$ cat config.mk
export PLATFORM = sky130hd
export DESIGN_NAME = uart_rx_frontend
export DESIGN_NICKNAME = d
export VERILOG_FILES = /design/src/rtl/uart_rx_frontend.sv
export SDC_FILE = /design/constraint.sdc
export NUM_CORES = 1
export LEC_CHECK = 0
export ABC_AREA = 1
export BUFFER_PORTS_ARGS = -buffer_cell sky130_fd_sc_hd__buf_4
export CAP_MARGIN = 5
export CORE_AREA = 3 3 66 68
export DETAILED_ROUTE_END_ITERATION = 16
export DIE_AREA = 0 0 69 71
export GPL_ROUTABILITY_DRIVEN = 1
export PLACE_DENSITY = 0.81
export REMOVE_ABC_BUFFERS = 1
export SYNTH_ARGS = -nofsm -noshare
export SYNTH_HDL_FRONTEND = slang
export SYNTH_SLANG_ARGS = --single-unit
export TNS_END_PERCENT = 20
$ cat constraint.sdc
create_clock -name clk_i -period 3.35 [get_ports clk_i]
set_clock_uncertainty 0.05 [all_clocks]
set_input_delay 0.67 -clock clk_i [delete_from_list [all_inputs] [get_ports clk_i]]
set_output_delay 0.67 -clock clk_i [all_outputs]
set_load 0.03 [all_outputs]
$ cat src/rtl/uart_rx_frontend.sv
`default_nettype none
// +------------------------------------------------------------------------+
// | Module  : uart_rx_frontend                                             |
// | Brief   : 8N1 UART receiver with a 2-flop synchronizer, a 16x-free     |
// |           mid-bit sampling FSM and a valid/ready output register.      |
// |           Define UART_RX_PARITY_EN for 8E1 (even parity) frames.       |
// | Revision: 1.0 - initial release                                        |
// +------------------------------------------------------------------------+
module uart_rx_frontend #(
    parameter int BAUD_DIV = 607
) (
    input  logic       clk_i,
    input  logic       rst_i,
    input  logic       rx_i,
    output logic [7:0] data_o,
    output logic       valid_o,
    input  logic       ready_i,
    output logic       frame_err_o,
    output logic       overrun_o
);

    localparam logic [15:0] c_BAUD = 16'(BAUD_DIV);
    localparam logic [15:0] c_HALF = 16'(BAUD_DIV / 2);

    localparam logic [2:0] S_IDLE      = 3'd0;
    localparam logic [2:0] S_START     = 3'd1;
    localparam logic [2:0] S_DATA      = 3'd2;
`ifdef UART_RX_PARITY_EN
    localparam logic [2:0] S_PARITY    = 3'd3;
`endif
    localparam logic [2:0] S_STOP      = 3'd4;
    localparam logic [2:0] S_WAIT_HIGH = 3'd5;

    logic        r_sync1;
    logic        r_sync2;
    logic [2:0]  r_state;
    logic [15:0] r_timer;
    logic [2:0]  r_idx;
    logic [7:0]  r_shift;
    logic        r_frame_err;
    logic [7:0]  r_data;
    logic        r_valid;
    logic        r_overrun;

    logic        w_rxs;
    logic        w_expire;
    logic        w_par_err;
    logic        w_complete;

`ifdef UART_RX_PARITY_EN
    logic        r_par_err;
    assign w_par_err = r_par_err;
`else
    assign w_par_err = 1'b0;
`endif

    assign w_rxs      = r_sync2;
    // A loaded count of N expires N cycles later, on the cycle it reads 1.
    assign w_expire   = (r_timer == 16'd1);
    assign w_complete = (r_state == S_STOP) && w_expire && w_rxs && !w_par_err;

    always_ff @(posedge clk_i) begin
        if (rst_i) begin
            r_sync1     <= 1'b1;
            r_sync2     <= 1'b1;
            r_state     <= S_IDLE;
            r_timer     <= 16'd0;
            r_idx       <= 3'd0;
            r_shift     <= 8'h00;
            r_frame_err <= 1'b0;
`ifdef UART_RX_PARITY_EN
            r_par_err   <= 1'b0;
`endif
        end else begin
            r_sync1     <= rx_i;
            r_sync2     <= r_sync1;
            r_frame_err <= 1'b0;
            case (r_state)
                S_IDLE: begin
                    if (!w_rxs) begin
                        r_timer <= c_HALF;
                        r_state <= S_START;
`ifdef UART_RX_PARITY_EN
                        r_par_err <= 1'b0;
`endif
                    end
                end
                S_START: begin
                    if (w_expire) begin
                        if (!w_rxs) begin
                            r_timer <= c_BAUD;
                            r_idx   <= 3'd0;
                            r_state <= S_DATA;
                        end else begin
                            r_state <= S_IDLE;
                        end
                    end else begin
                        r_timer <= r_timer - 16'd1;
                    end
                end
                S_DATA: begin
                    if (w_expire) begin
                        r_shift <= {w_rxs, r_shift[7:1]};
                        r_timer <= c_BAUD;
                        r_idx   <= r_idx + 3'd1;
                        if (r_idx == 3'd7) begin
`ifdef UART_RX_PARITY_EN
                            r_state <= S_PARITY;
`else
                            r_state <= S_STOP;
`endif
                        end
                    end else begin
                        r_timer <= r_timer - 16'd1;
                    end
                end
`ifdef UART_RX_PARITY_EN
                S_PARITY: begin
                    if (w_expire) begin
                        r_timer <= c_BAUD;
                        r_state <= S_STOP;
                        if (w_rxs != (^r_shift)) begin
                            r_par_err   <= 1'b1;
                            r_frame_err <= 1'b1;
                        end
                    end else begin
                        r_timer <= r_timer - 16'd1;
                    end
                end
`endif
                S_STOP: begin
                    if (w_expire) begin
                        // A parity failure already reported; just let the stop bit pass.
                        if (w_par_err) begin
                            r_state <= S_WAIT_HIGH;
                        end else if (w_rxs) begin
                            r_state <= S_IDLE;
                        end else begin
                            r_frame_err <= 1'b1;
                            r_state     <= S_WAIT_HIGH;
                        end
                    end else begin
                        r_timer <= r_timer - 16'd1;
                    end
                end
                S_WAIT_HIGH: begin
                    if (w_rxs) begin
                        r_state <= S_IDLE;
                    end
                end
                default: begin
                    r_state <= S_IDLE;
                end
            endcase
        end
    end

    // Holding register: backpressure drops new bytes instead of stalling the receiver.
    always_ff @(posedge clk_i) begin
        if (rst_i) begin
            r_data    <= 8'h00;
            r_valid   <= 1'b0;
            r_overrun <= 1'b0;
        end else begin
            r_overrun <= 1'b0;
            if (w_complete && (!r_valid || ready_i)) begin
                r_data  <= r_shift;
                r_valid <= 1'b1;
            end else if (w_complete) begin
                r_overrun <= 1'b1;
            end else if (r_valid && ready_i) begin
                r_valid <= 1'b0;
            end
        end
    end

    assign data_o      = r_data;
    assign valid_o     = r_valid;
    assign frame_err_o = r_frame_err;
    assign overrun_o   = r_overrun;

endmodule
`default_nettype wire

==> reports/metrics.yaml <==
status: "completed"
worstPathArrival_ns: 2.17
cts-buffers-inserted: 5
port_buffers: 14
gp_congestion: 0.900
critPathMaxFanout: 12
grt_max_degree: 26
antenna_left: 0
synth_sequential_area_ratio_pct: 38.4
route.detailed.drc: 0
synth_area_sq_um: 2240
clock_sinks: 43
fill_cells: 372
synthMuxAreaShare_pct: 0
synthSimpleGateAreaFrac_pct: 37.5
dp_slack_ns: 1.34
clk_latency_ns: 0.30
end_kind: "register"
die_x_um: 69
grt_usage_pct: 19.4
layout-drive-gt1-share_pct: 18.2
setup_tns_ns: 0
final_cells: 379
synthAdderAreaFrac_pct: 2.23
start_util_pct: 57.2
fmax_mhz: 492
finalCritPeriodShare_pct: 60.6
dp_hpwl_um: 3370
yosys_most_used_dff: "dfxtp_1"
wl_per_cell_um: 12.1
antenna_cells: 0
cts_setup_buffers: 0
synth_top_family_by_area: "simple AND/OR/NAND/NOR gates"
synth_edf_count: 0
finalMaxSlewViolations: 0
grt_pass1_vias: 1779
irDropWorstVdd_mv: 0.311
critical_path.cell_chain: "inv_1 > ha_1 > nand3_1 > nor2_4 > nand2_2 > nor2_2 > inv_1 > o21ai_0 > a21oi_1"
ctsHoldBuffers: 0
yosysMostFrequentCell: "nand2_1"
critPathRequiredTime_ns: 3.49
die_h_um: 71
ys_warn_count: 0
slew_headroom_pct: 61.0
overflow: 0
worst_setup_path_start_kind: "register"
core_region_area_sq_um: 3910
finish.instance_area_sq_um: 2440
cpLargestDelayFamily: "simple AND/OR/NAND/NOR gates"
synth-compound-area-share_pct: 12.0
critPathKind: "reg2reg"
place_area_sq_um: 2360
synth_top_area_share_pct: 38.4
finalWorstSetupSlack_ns: 1.32
worst_pin_slew_ns: 0.585
max_stage_delay_ns: 0.33
finalPower_mw: 1.45
cts_buffer_depth: 2
yosys.area_share.xor_xnor_pct: 1.56
crit_path_top_delay_cell: "dfxtp_1"
nets: 336
cts_resized: 0
dr.pass1.iters: 4
pin_count: 15
grt_pass1_wl_um: 7790
power_density_nw_per_um2: 595
layout-area-overhead-vs-synth_pct: 8.99
synth-seq-cells: 43
async_flop_share_pct: 0
leakage_nw: 1.05
vias_per_cell: 5.24
clockRootBuffer: "clkbuf_8"
synthTopCellsByCount: "nand2_1, nor2_1, dfxtp_1"
drt_first_iter_violations: 64
ys_top_cells_by_area: "dfxtp_1, nand2_1, nor2_1"
wirelength_um: 4580
cap_violations: 0
syn_area_per_cell_sq_um: 7.09
timing.hold.ws_ns: 0.369
synth_cell_types: 32
min_period_ns: 2.03
min_path_type: "reg2reg"
fin_util_pct: 62.4
die_area_sq_um: 4900
syn-instance-count: 316
setup_viol: 0
antenna_found_initial: 0
rsz0062_at_grt: "no"
dp_cells: 371
num_rows: 23
h-tree-depth: 2
clkTransAtPathRegs_ns: 0.08
final_hold_viol_count: 0
vias: 1986
cp.buffers_inverters: 2
crit_top_cell: "inv_1"
synth_area_leader_cell: "dfxtp_1"
cts_tree: "built"
-- registers in the layout (all words and copies together), names as in the netlist --
signal	cells
data_o	8
frame_err_o	1
overrun_o	1
r_idx	3
r_shift	8
r_state	3
r_sync1	1
r_sync2	1
r_timer	16
valid_o	1
-- per-layer routing --
layer / global-route usage, % / vias to the layer above / share of wire, %
met5: 0 / - / 0
met4: 6.51 / 0 / 1.7
met3: 4.40 / 11 / 3.4
met2: 33.7 / 28 / 49
met1: 23.8 / 908 / 46
li1: - / 1039 / -
-- cells by family (layout without fill, tap and decap cells) --
kind of cell             after synthesis  count (layout)
AO/OA/AOI/OAI                         43              43
XOR/XNOR                               4               4
adder cells (fa/ha/maj)                4               4
buffers and inverters                 44              57
flip-flops                            43              43
AND/OR/NAND/NOR                      178             178
-- worst reg2reg max path, delay by kind of cell, from the launching register on --
kind / cells / cell delay (ns)
simple gates: 4 / 0.75
buf+inv: 2 / 0.36
flops: 1 / 0.33
compound gates: 2 / 0.25
fa+ha+maj: 1 / 0.17
-- report_power, final --
group	internal, mW	switching, mW	total [mW]
clock network	0.146	0.178	0.324
logic	0.179	0.360	0.539
registers	0.548	0.0403	0.589
-- cells in the final DEF (no fill, tap or decap), drive strengths merged --
cell type,Yosys,routed
o211a,1,1
xor2,4,4
clkinv,0,1
nand2,69,69
ha,4,4
a21oi,22,22
nor3,1,1
a211oi,2,2
nor4,1,1
o21bai,1,1
clkinvlp,0,1
inv,35,35
nand3,31,31
dfxtp,43,43
or2,2,2
buf,5,14
clkbuf,4,6
o21ai,17,17
nor2,62,62
nand4,12,12
-- final timing paths --
kind | from | cells past startpoint | end | slack, ns
setup / recovery | r_timer[1] | 9 | r_shift[7] | 1.32
hold / removal | r_sync1 | 1 | r_sync2 | 0.37
setup reg to reg | r_timer[1] | 9 | r_shift[7] | 1.32
hold reg to reg | r_sync1 | 1 | r_sync2 | 0.37
-- layout make-up --
type                            count  area, sq um  area share (%)
Clock inverter                      2         12.5           0.513
Clock buffer                        6         72.6            2.97
Timing Repair Buffer               14          105            4.31
Sequential cell                    43          861            35.3
Inverter                           35          134            5.48
Multi-Input combinational cell    229         1190            48.9
Tap cell                           50         62.6            2.56
Note: power is estimated with default switching activity, not from simulation.
